File: src/rtl/ram_dp_init_if.sv
// ram_dp_init_if: write/read bus between the bus-side writer, the LCD controller and ram_dp_init.
// Revision: 1.0 - initial release.
`default_nettype none

interface ram_dp_init_if #(
    parameter int DATA_W = 16,
    parameter int ADDR_W = 8
);
    logic              clr;
    logic              wr;
    logic [ADDR_W-1:0] addr_wr;
    logic [DATA_W-1:0] din;
    logic              rd;
    logic [ADDR_W-1:0] addr_rd;
    logic [DATA_W-1:0] dout;
    logic              dout_valid;
    logic              busy;
    logic              init_done;
    logic              rd_seen;

    modport master (
        output clr, wr, addr_wr, din, rd, addr_rd,
        input  dout, dout_valid, busy, init_done, rd_seen
    );

    modport slave (
        input  clr, wr, addr_wr, din, rd, addr_rd,
        output dout, dout_valid, busy, init_done, rd_seen
    );
endinterface

`default_nettype wire

File: src/rtl/ram_dp_init.sv
// ram_dp_init: simple dual-port RAM with a clear sequencer that fills every word with INIT_VAL.
// Optional macro RAM_DP_OUT_REG_EN adds an output pipeline stage (2-cycle read latency).
// Revision: 1.0 - initial release.
`default_nettype none

module ram_dp_init #(
    parameter int                DATA_W   = 16,
    parameter int                ADDR_W   = 8,
    parameter logic [DATA_W-1:0] INIT_VAL = '0
) (
    input  wire logic       clk2_i,
    input  wire logic       rst_i,
    ram_dp_init_if.slave    bus
);
    localparam logic [0:0]        ST_CLEAR = 1'b0;
    localparam logic [0:0]        ST_IDLE  = 1'b1;
    localparam logic [ADDR_W-1:0] CNT_LAST = '1;

    logic [DATA_W-1:0] mem_q [2**ADDR_W];
    logic [0:0]        state_q, state_d;
    logic [ADDR_W-1:0] cnt_q, cnt_d;
    logic              init_done_q, init_done_d;
    logic              rd_seen_q;
    logic [DATA_W-1:0] dout_q;
    logic              dv_q;

    logic              idle;
    logic              rd_acc;
    logic              clr_start;
    logic              mem_we;
    logic [ADDR_W-1:0] mem_waddr;
    logic [DATA_W-1:0] mem_wdata;

    assign idle      = (state_q == ST_IDLE);
    assign rd_acc    = idle & bus.rd;
    assign clr_start = idle & bus.clr;

    always_comb begin
        state_d     = state_q;
        cnt_d       = cnt_q;
        init_done_d = init_done_q;
        if (state_q == ST_CLEAR) begin
            if (bus.clr) begin
                cnt_d = '0;
            end else if (cnt_q == CNT_LAST) begin
                state_d     = ST_IDLE;
                init_done_d = 1'b1;
                cnt_d       = '0;
            end else begin
                cnt_d = cnt_q + 1'b1;
            end
        end else if (bus.clr) begin
            state_d     = ST_CLEAR;
            cnt_d       = '0;
            init_done_d = 1'b0;
        end
    end

    // The clear pass owns the write port; bus writes only land while idle.
    always_comb begin
        mem_we    = 1'b0;
        mem_waddr = bus.addr_wr;
        mem_wdata = bus.din;
        if (rst_i) begin
            if (state_q == ST_CLEAR) begin
                mem_we    = 1'b1;
                mem_waddr = cnt_q;
                mem_wdata = INIT_VAL;
            end else begin
                mem_we = bus.wr;
            end
        end
    end

    always_ff @(posedge clk2_i) begin
        if (mem_we) begin
            mem_q[mem_waddr] <= mem_wdata;
        end
    end

    // Nonblocking read of the same array gives read-first behaviour on a collision.
    always_ff @(posedge clk2_i) begin
        if (!rst_i) begin
            state_q     <= ST_CLEAR;
            cnt_q       <= '0;
            init_done_q <= 1'b0;
            rd_seen_q   <= 1'b0;
            dout_q      <= '0;
            dv_q        <= 1'b0;
        end else begin
            state_q     <= state_d;
            cnt_q       <= cnt_d;
            init_done_q <= init_done_d;
            dv_q        <= rd_acc;
            if (rd_acc) begin
                dout_q    <= mem_q[bus.addr_rd];
                rd_seen_q <= 1'b1;
            end
        end
    end

`ifdef RAM_DP_OUT_REG_EN
    logic [DATA_W-1:0] dout2_q;
    logic              dv2_q;

    // A starting clear drops whatever sits in the first stage.
    always_ff @(posedge clk2_i) begin
        if (!rst_i) begin
            dout2_q <= '0;
            dv2_q   <= 1'b0;
        end else begin
            dv2_q <= dv_q & ~clr_start;
            if (dv_q & ~clr_start) begin
                dout2_q <= dout_q;
            end
        end
    end

    assign bus.dout       = dout2_q;
    assign bus.dout_valid = dv2_q;
`else
    assign bus.dout       = dout_q;
    assign bus.dout_valid = dv_q;
`endif

    assign bus.busy      = (state_q == ST_CLEAR);
    assign bus.init_done = init_done_q;
    assign bus.rd_seen   = rd_seen_q;

endmodule

`default_nettype wire

File: src/flat_wrapper.sv
// flat-port wrapper written by rule: the top's interface ports become plain ports
module ram_dp_init_flat 
#(
    parameter int                DATA_W   = 16,
    parameter int                ADDR_W   = 8,
    parameter logic [DATA_W-1:0] INIT_VAL = '0
)
  (clk2_i, rst_i, bus_clr, bus_wr, bus_addr_wr, bus_din, bus_rd, bus_addr_rd, bus_dout, bus_dout_valid, bus_busy, bus_init_done, bus_rd_seen);
  ram_dp_init_if #(.DATA_W(DATA_W), .ADDR_W(ADDR_W)) bus_i ();
  input  wire logic clk2_i;
  input  wire logic rst_i;
  input wire logic [$bits(bus_i.clr)-1:0] bus_clr;
  input wire logic [$bits(bus_i.wr)-1:0] bus_wr;
  input wire logic [$bits(bus_i.addr_wr)-1:0] bus_addr_wr;
  input wire logic [$bits(bus_i.din)-1:0] bus_din;
  input wire logic [$bits(bus_i.rd)-1:0] bus_rd;
  input wire logic [$bits(bus_i.addr_rd)-1:0] bus_addr_rd;
  output wire logic [$bits(bus_i.dout)-1:0] bus_dout;
  output wire logic [$bits(bus_i.dout_valid)-1:0] bus_dout_valid;
  output wire logic [$bits(bus_i.busy)-1:0] bus_busy;
  output wire logic [$bits(bus_i.init_done)-1:0] bus_init_done;
  output wire logic [$bits(bus_i.rd_seen)-1:0] bus_rd_seen;
  assign bus_i.clr = bus_clr;
  assign bus_i.wr = bus_wr;
  assign bus_i.addr_wr = bus_addr_wr;
  assign bus_i.din = bus_din;
  assign bus_i.rd = bus_rd;
  assign bus_i.addr_rd = bus_addr_rd;
  assign bus_dout = bus_i.dout;
  assign bus_dout_valid = bus_i.dout_valid;
  assign bus_busy = bus_i.busy;
  assign bus_init_done = bus_i.init_done;
  assign bus_rd_seen = bus_i.rd_seen;
  ram_dp_init #(.DATA_W(DATA_W), .ADDR_W(ADDR_W), .INIT_VAL(INIT_VAL)) u_core (.clk2_i(clk2_i), .rst_i(rst_i), .bus(bus_i));
endmodule
File: config.mk
export PLATFORM = sky130hd
export DESIGN_NAME = ram_dp_init_flat
export DESIGN_NICKNAME = d
export VERILOG_FILES = /design/src/rtl/ram_dp_init_if.sv /design/src/rtl/ram_dp_init.sv /design/src/flat_wrapper.sv
export SDC_FILE = /design/constraint.sdc
export NUM_CORES = 2
export LEC_CHECK = 0
export ABC_AREA = 1
export BUFFER_PORTS_ARGS = -buffer_cell sky130_fd_sc_hd__buf_4
export CORE_ASPECT_RATIO = 1.2
export CORE_MARGIN = 2
export CORE_UTILIZATION = 35
export DETAILED_ROUTE_END_ITERATION = 16
export HOLD_SLACK_MARGIN = 0.02
export PLACE_DENSITY_LB_ADDON = 0.3
export SYNTH_ARGS = -nofsm -noshare
export SYNTH_HDL_FRONTEND = slang
export SYNTH_SLANG_ARGS = --single-unit
File: constraint.sdc
create_clock -name clk2_i -period 13.2 [get_ports clk2_i]
set_input_delay 0.66 -clock clk2_i [delete_from_list [all_inputs] [get_ports clk2_i]]
set_output_delay 0.66 -clock clk2_i [all_outputs]
set_load 0.02 [all_outputs]
* Yosys cells after proc, flatten, opt, wreduce, memory -nomap -nowiden
Memory sizes are Yosys's and may differ from the RTL's. A register that Yosys moved wholly into a read port is not among the register bits.
Index checks and enable logic that the tools add are counted.
** Word-level totals
- Input bits :: 37
- Latch bits :: 0
- Bits in registers :: 12
- Memory bits (writable) :: 4096
- Memory bits (read-only) :: 0
- Memories kept :: 1
- Logic and storage cells :: 35
** Memories
- u_core.mem_q :: depth 256, width 16, read ports 1, clocked after memory_dff 1, wr ports 1, RTL line ram_dp_init.sv:19 : logic [DATA_W-1:0] mem_q [2**ADDR_W];
** Operators by class
- Equal/unequal tests :: 3
- $lt $le $gt $ge :: 0
- $mul :: 0
- Shift-type cells :: 0
- Div/mod/pow operators :: 0
- Reductions and logical operators :: 3
- Add/subtract/negate cells :: 1
- Bitwise gates (word level) :: 2
- Multiplexer cells :: 20
** Operators by type and width (number)
- 8-bit two-way mux :: 6
- 16-bit two-way mux :: 2
- 1-bit two-way mux :: 12
- 8-bit by 1-bit adder with 8-bit output (second input constant) :: 1
- 8-bit equality test (second input constant) :: 1
- 3-bit AND reduction :: 1
- 2-bit by 1-bit != test with 1-bit output (second input constant) :: 1
- 2-bit != test (second input constant) :: 1
- 2-bit nonzero test :: 1
- 1-bit bitwise AND :: 1
- 1-bit logical NOT :: 1
- 1-bit NOT :: 1

* Logic depth before layout (Yosys ltp)
- Word-level depth :: 4
- Mapped depth :: 17

* Least setup slack after synthesis
No wires, ideal clock.
- Path type :: input-to-reg
- From :: input port rst_i
- To :: memory u_core.mem_q[0][10] (data pin)
- Buffers on the path :: 2
- Stages on the path :: 5
- Arrival :: 7.045 ns
- Path slack :: 4.762 ns
- Cell sequence :: inv_2 nor2_4 buf_4 clkbuf_1 nor2_1
** Between the ends
- Longest elaborated chain between the ends :: 1
** Ends and longest elaborated chain
- from (decl) :: RTL line flat_wrapper.sv:11 : input wire logic rst_i;
- 16-bit two-way mux :: RTL line ram_dp_init.sv:64 : if (rst_i) begin
- named net u_core.mem_wdata[10] :: RTL line ram_dp_init.sv:32 : logic [DATA_W-1:0] mem_wdata;
- to (decl) :: RTL line ram_dp_init.sv:19
The timed path passes the listed nets, and every way through them passes these cells.

==> results.sh <==
export IMPL_outcome="complete, no violations"
export IMPL_synth_top_area_cell="edfxtp_1"
export IMPL_cts_tree="yes"
export IMPL_synth_most_common_cell="nand2_1"
export IMPL_arrival_ps=6100
export IMPL_p_per_area_nw_per_um2=147
export IMPL_p_leak_uw=0.0646
export IMPL_fin_crit_ps=5230
export IMPL_setup_violations=0
export IMPL_r2r_start="u_core.idle$_SDFF_PN0_"
export IMPL_fin_tns_setup_ps=0
export IMPL_placed_area_um2=174000
export IMPL_async_flop_share_pct=0
export IMPL_start_kind="input pin"
export IMPL_fin_skew_ps=70.5
export IMPL_synthToLayoutAreaGrowth_pct=12.0
export IMPL_endpoint="u_core.bus.dout[5]$_SDFFE_PN0P_"
export IMPL_r2r_cells=7
export IMPL_post_cts_resize_count=0
export IMPL_worstPathMaxFanout=86
export IMPL_fin_nets=13761
export IMPL_fin_crit_sh_pct=39.6
export IMPL_wire_per_inst_um=25.1
export IMPL_grt_ovfl_total=0
export IMPL_rsz0062_at_grt="no"
export IMPL_path_clk_slew_ps=60
export IMPL_startpoint="bus_addr_rd[0]"
export IMPL_grt_max_degree=201
export IMPL_grt_pass1_wl_um=734000
export IMPL_core_area_um2=474000
export IMPL_pin_count=57
export IMPL_seq_area_frac_synth_pct=74.3
export IMPL_place_gp_congestion=0.846
export IMPL_via_per_inst=5.33
export IMPL_track_usage_pct=20.7
export IMPL_drc=0
export IMPL_die_h_um=759
export IMPL_synth_area_um2=166000
export IMPL_cp_data_required_time_ps=14080
export IMPL_syn_avg_cell_area_um2=12.0
export IMPL_synthFlopType="edfxtp_1"
export IMPL_slew_limit_headroom_pct=5.52
export IMPL_max_freq_mhz=191
export IMPL_power_uw=27400
export IMPL_worstSkewPairLatency_ps=980
export IMPL_critPathCaptureType="register"
export IMPL_drv_slew=0
export IMPL_initial_core_util_pct=35.1
export IMPL_io_buffers=56
export IMPL_drive_above_1_share_pct=7.94
export IMPL_firstDrtPassIters=9
export IMPL_final_area_um2=186000
export IMPL_ys_warn_count=0
export IMPL_root_buffer="clkbuf_16"
export IMPL_reg2reg_slack_ps=8700
export IMPL_reg2reg_to="u_core.mem_q[70][8]$_DFFE_PP_"
export IMPL_routed_wirelength_um=511000
export IMPL_grt_pass1_vias=100970
export IMPL_worstMarginPinSlew_ps=1410
export IMPL_antenna_found_initial=17
export IMPL_syn_nets=13846
export IMPL_hold_class="input pin to register"
export IMPL_postRouteAntennaNets=0
export IMPL_ys_top_cells_by_count="nand2_1 (4217), edfxtp_1 (4096), nand3_1 (4050), buf_2 (585), nor2_1 (340)"
export IMPL_yosys_top_cells_area="edfxtp_1 (74%), nand3_1 (12%), nand2_1 (9.5%)"
export IMPL_netlist_instances=13807
export IMPL_dieArea_um2=481000
export IMPL_final_hold_viol_count=0
export IMPL_maxCapViolCount=0
export IMPL_path_class="input pin to register"
export IMPL_vdd_drop_max_mv=0.116
export IMPL_die_x_um=633
export IMPL_clock_path_buffers=4
export IMPL_synth_seq_cells=4124
export IMPL_rows=277
export IMPL_synth_edf_count=4096
export IMPL_cts_sinks=4124
export IMPL_num_vias=108430
export IMPL_numCtsBuffers=393
export IMPL_dp_hpwl_um=278000
export IMPL_synth_top_area_share_pct=74.0
export IMPL_yosysUniqueCellTypes=34
export IMPL_drt_iter0_markers=12693
export IMPL_cts_max_level=5
## repair_timing
| item | CTS | global route |
|---|---|---|
| hold buffers | 3 | 0 |
| endpoints found under the hold margin | 5 | 0 |
| buffers inserted | 0 | 0 |
## cell type report
class / instances / area [um^2]
multi-input combinational: 8657 / 38000
clock inverter: 239 / 2270
tap: 6277 / 7850
sequential: 4124 / 124000
timing repair buffer: 464 / 3850
inverter: 82 / 352
fill: 44309 / 288000
clock buffer: 485 / 10300
antenna: 12 / 30.0
## worst min path at each step
stage                                                from                         endpoint  depth (start not counted)
after global placement    u_core.bus.rd_seen$_SDFFE_PN0P_  u_core.bus.rd_seen$_SDFFE_PN0P_                          2
after global routing                           bus_din[3]    u_core.mem_q[38][3]$_DFFE_PP_                          3
after CTS                                      bus_din[3]    u_core.mem_q[38][3]$_DFFE_PP_                          3
after floorplan              u_core.cnt_q[3]$_SDFFE_PN0P_     u_core.cnt_q[3]$_SDFFE_PN0P_                          2
final                                          bus_din[3]    u_core.mem_q[38][3]$_DFFE_PP_                          3
after detailed placement  u_core.bus.rd_seen$_SDFFE_PN0P_  u_core.bus.rd_seen$_SDFFE_PN0P_                          2
## metal layers
metal / share of wire [%] / global-route usage, % / vias to the layer above
met5: 0.0027 / 0 / -
met4: 4.2 / 8.52 / 2
met3: 7.4 / 2.70 / 744
met1: 41 / 28.2 / 54138
met2: 47 / 33.4 / 4571
li1: - / - / 48975
## critical path: stages
cell and delay [ps]:
buf_16 210, buf_4 870, buf_4 870, buf_4 810, nand2_1 110, nand3_1 120
nand3_1 150, nand3_1 220, nand3_1 190, nand3_1 310, nand3_1 260, nand2_1 230
nand2_1 290, nand3_1 190, nand2_1 90, inv_1 80
## power by group
| group | leakage, uW | total [uW] | switching [uW] | internal [uW] |
|---|---|---|---|---|
| Clock | 0.00615 | 11300 | 4970 | 6340 |
| Sequential | 0.0377 | 14400 | 4.51 | 14400 |
| Combinational | 0.0207 | 1700 | 1340 | 356 |
## metrics by stage
stage	worst slack (ps)	utilization, %	std cells	hold slack [ps]
after global routing	7840	39.3	20332	138
after global placement	7080	36.6	19601	493
final	7970	39.3	20340	147
after CTS	8150	39.3	20328	81.1
after floorplan	4760	-	13807	478
after detailed placement	7170	36.6	19601	500
## registers in the layout, indices dropped and copies added, names as in the netlist
register               flops
u_core.bus.rd_seen         1
u_core.bus.dout           16
u_core.bus.dout_valid      1
u_core.idle                1
u_core.bus.init_done       1
u_core.mem_q            4096
u_core.cnt_q               8
## layout by cell type, fill, tap and decap left out, types with 14 or more instances in the layout
master         n
buf_12        25
buf_4        431
bufinv_16     40
clkbuf_1      83
clkbuf_16    398
clkinv_1      93
clkinv_2      74
clkinvlp_4    14
dfxtp_1       28
edfxtp_1    4096
inv_1         69
nand2_1     4201
nand2_2       17
nand3_1     4050
nor2_1       280
nor2_2        45
nor2_4        21
## cell families (layout without fill, tap and decap cells)
group,after synthesis,in the layout,synth area share (%)
adder cells (fa/ha/maj),2,2,0.0151
other,0,12,0
flip-flops,4124,4124,74.3
XOR/XNOR,1,1,0.00527
AND/OR/NAND/NOR,8631,8631,22.6
AO/OA/AOI/OAI,23,23,0.0835
buffers and inverters,1026,1270,2.98
(Power assumes the default switching activity.)
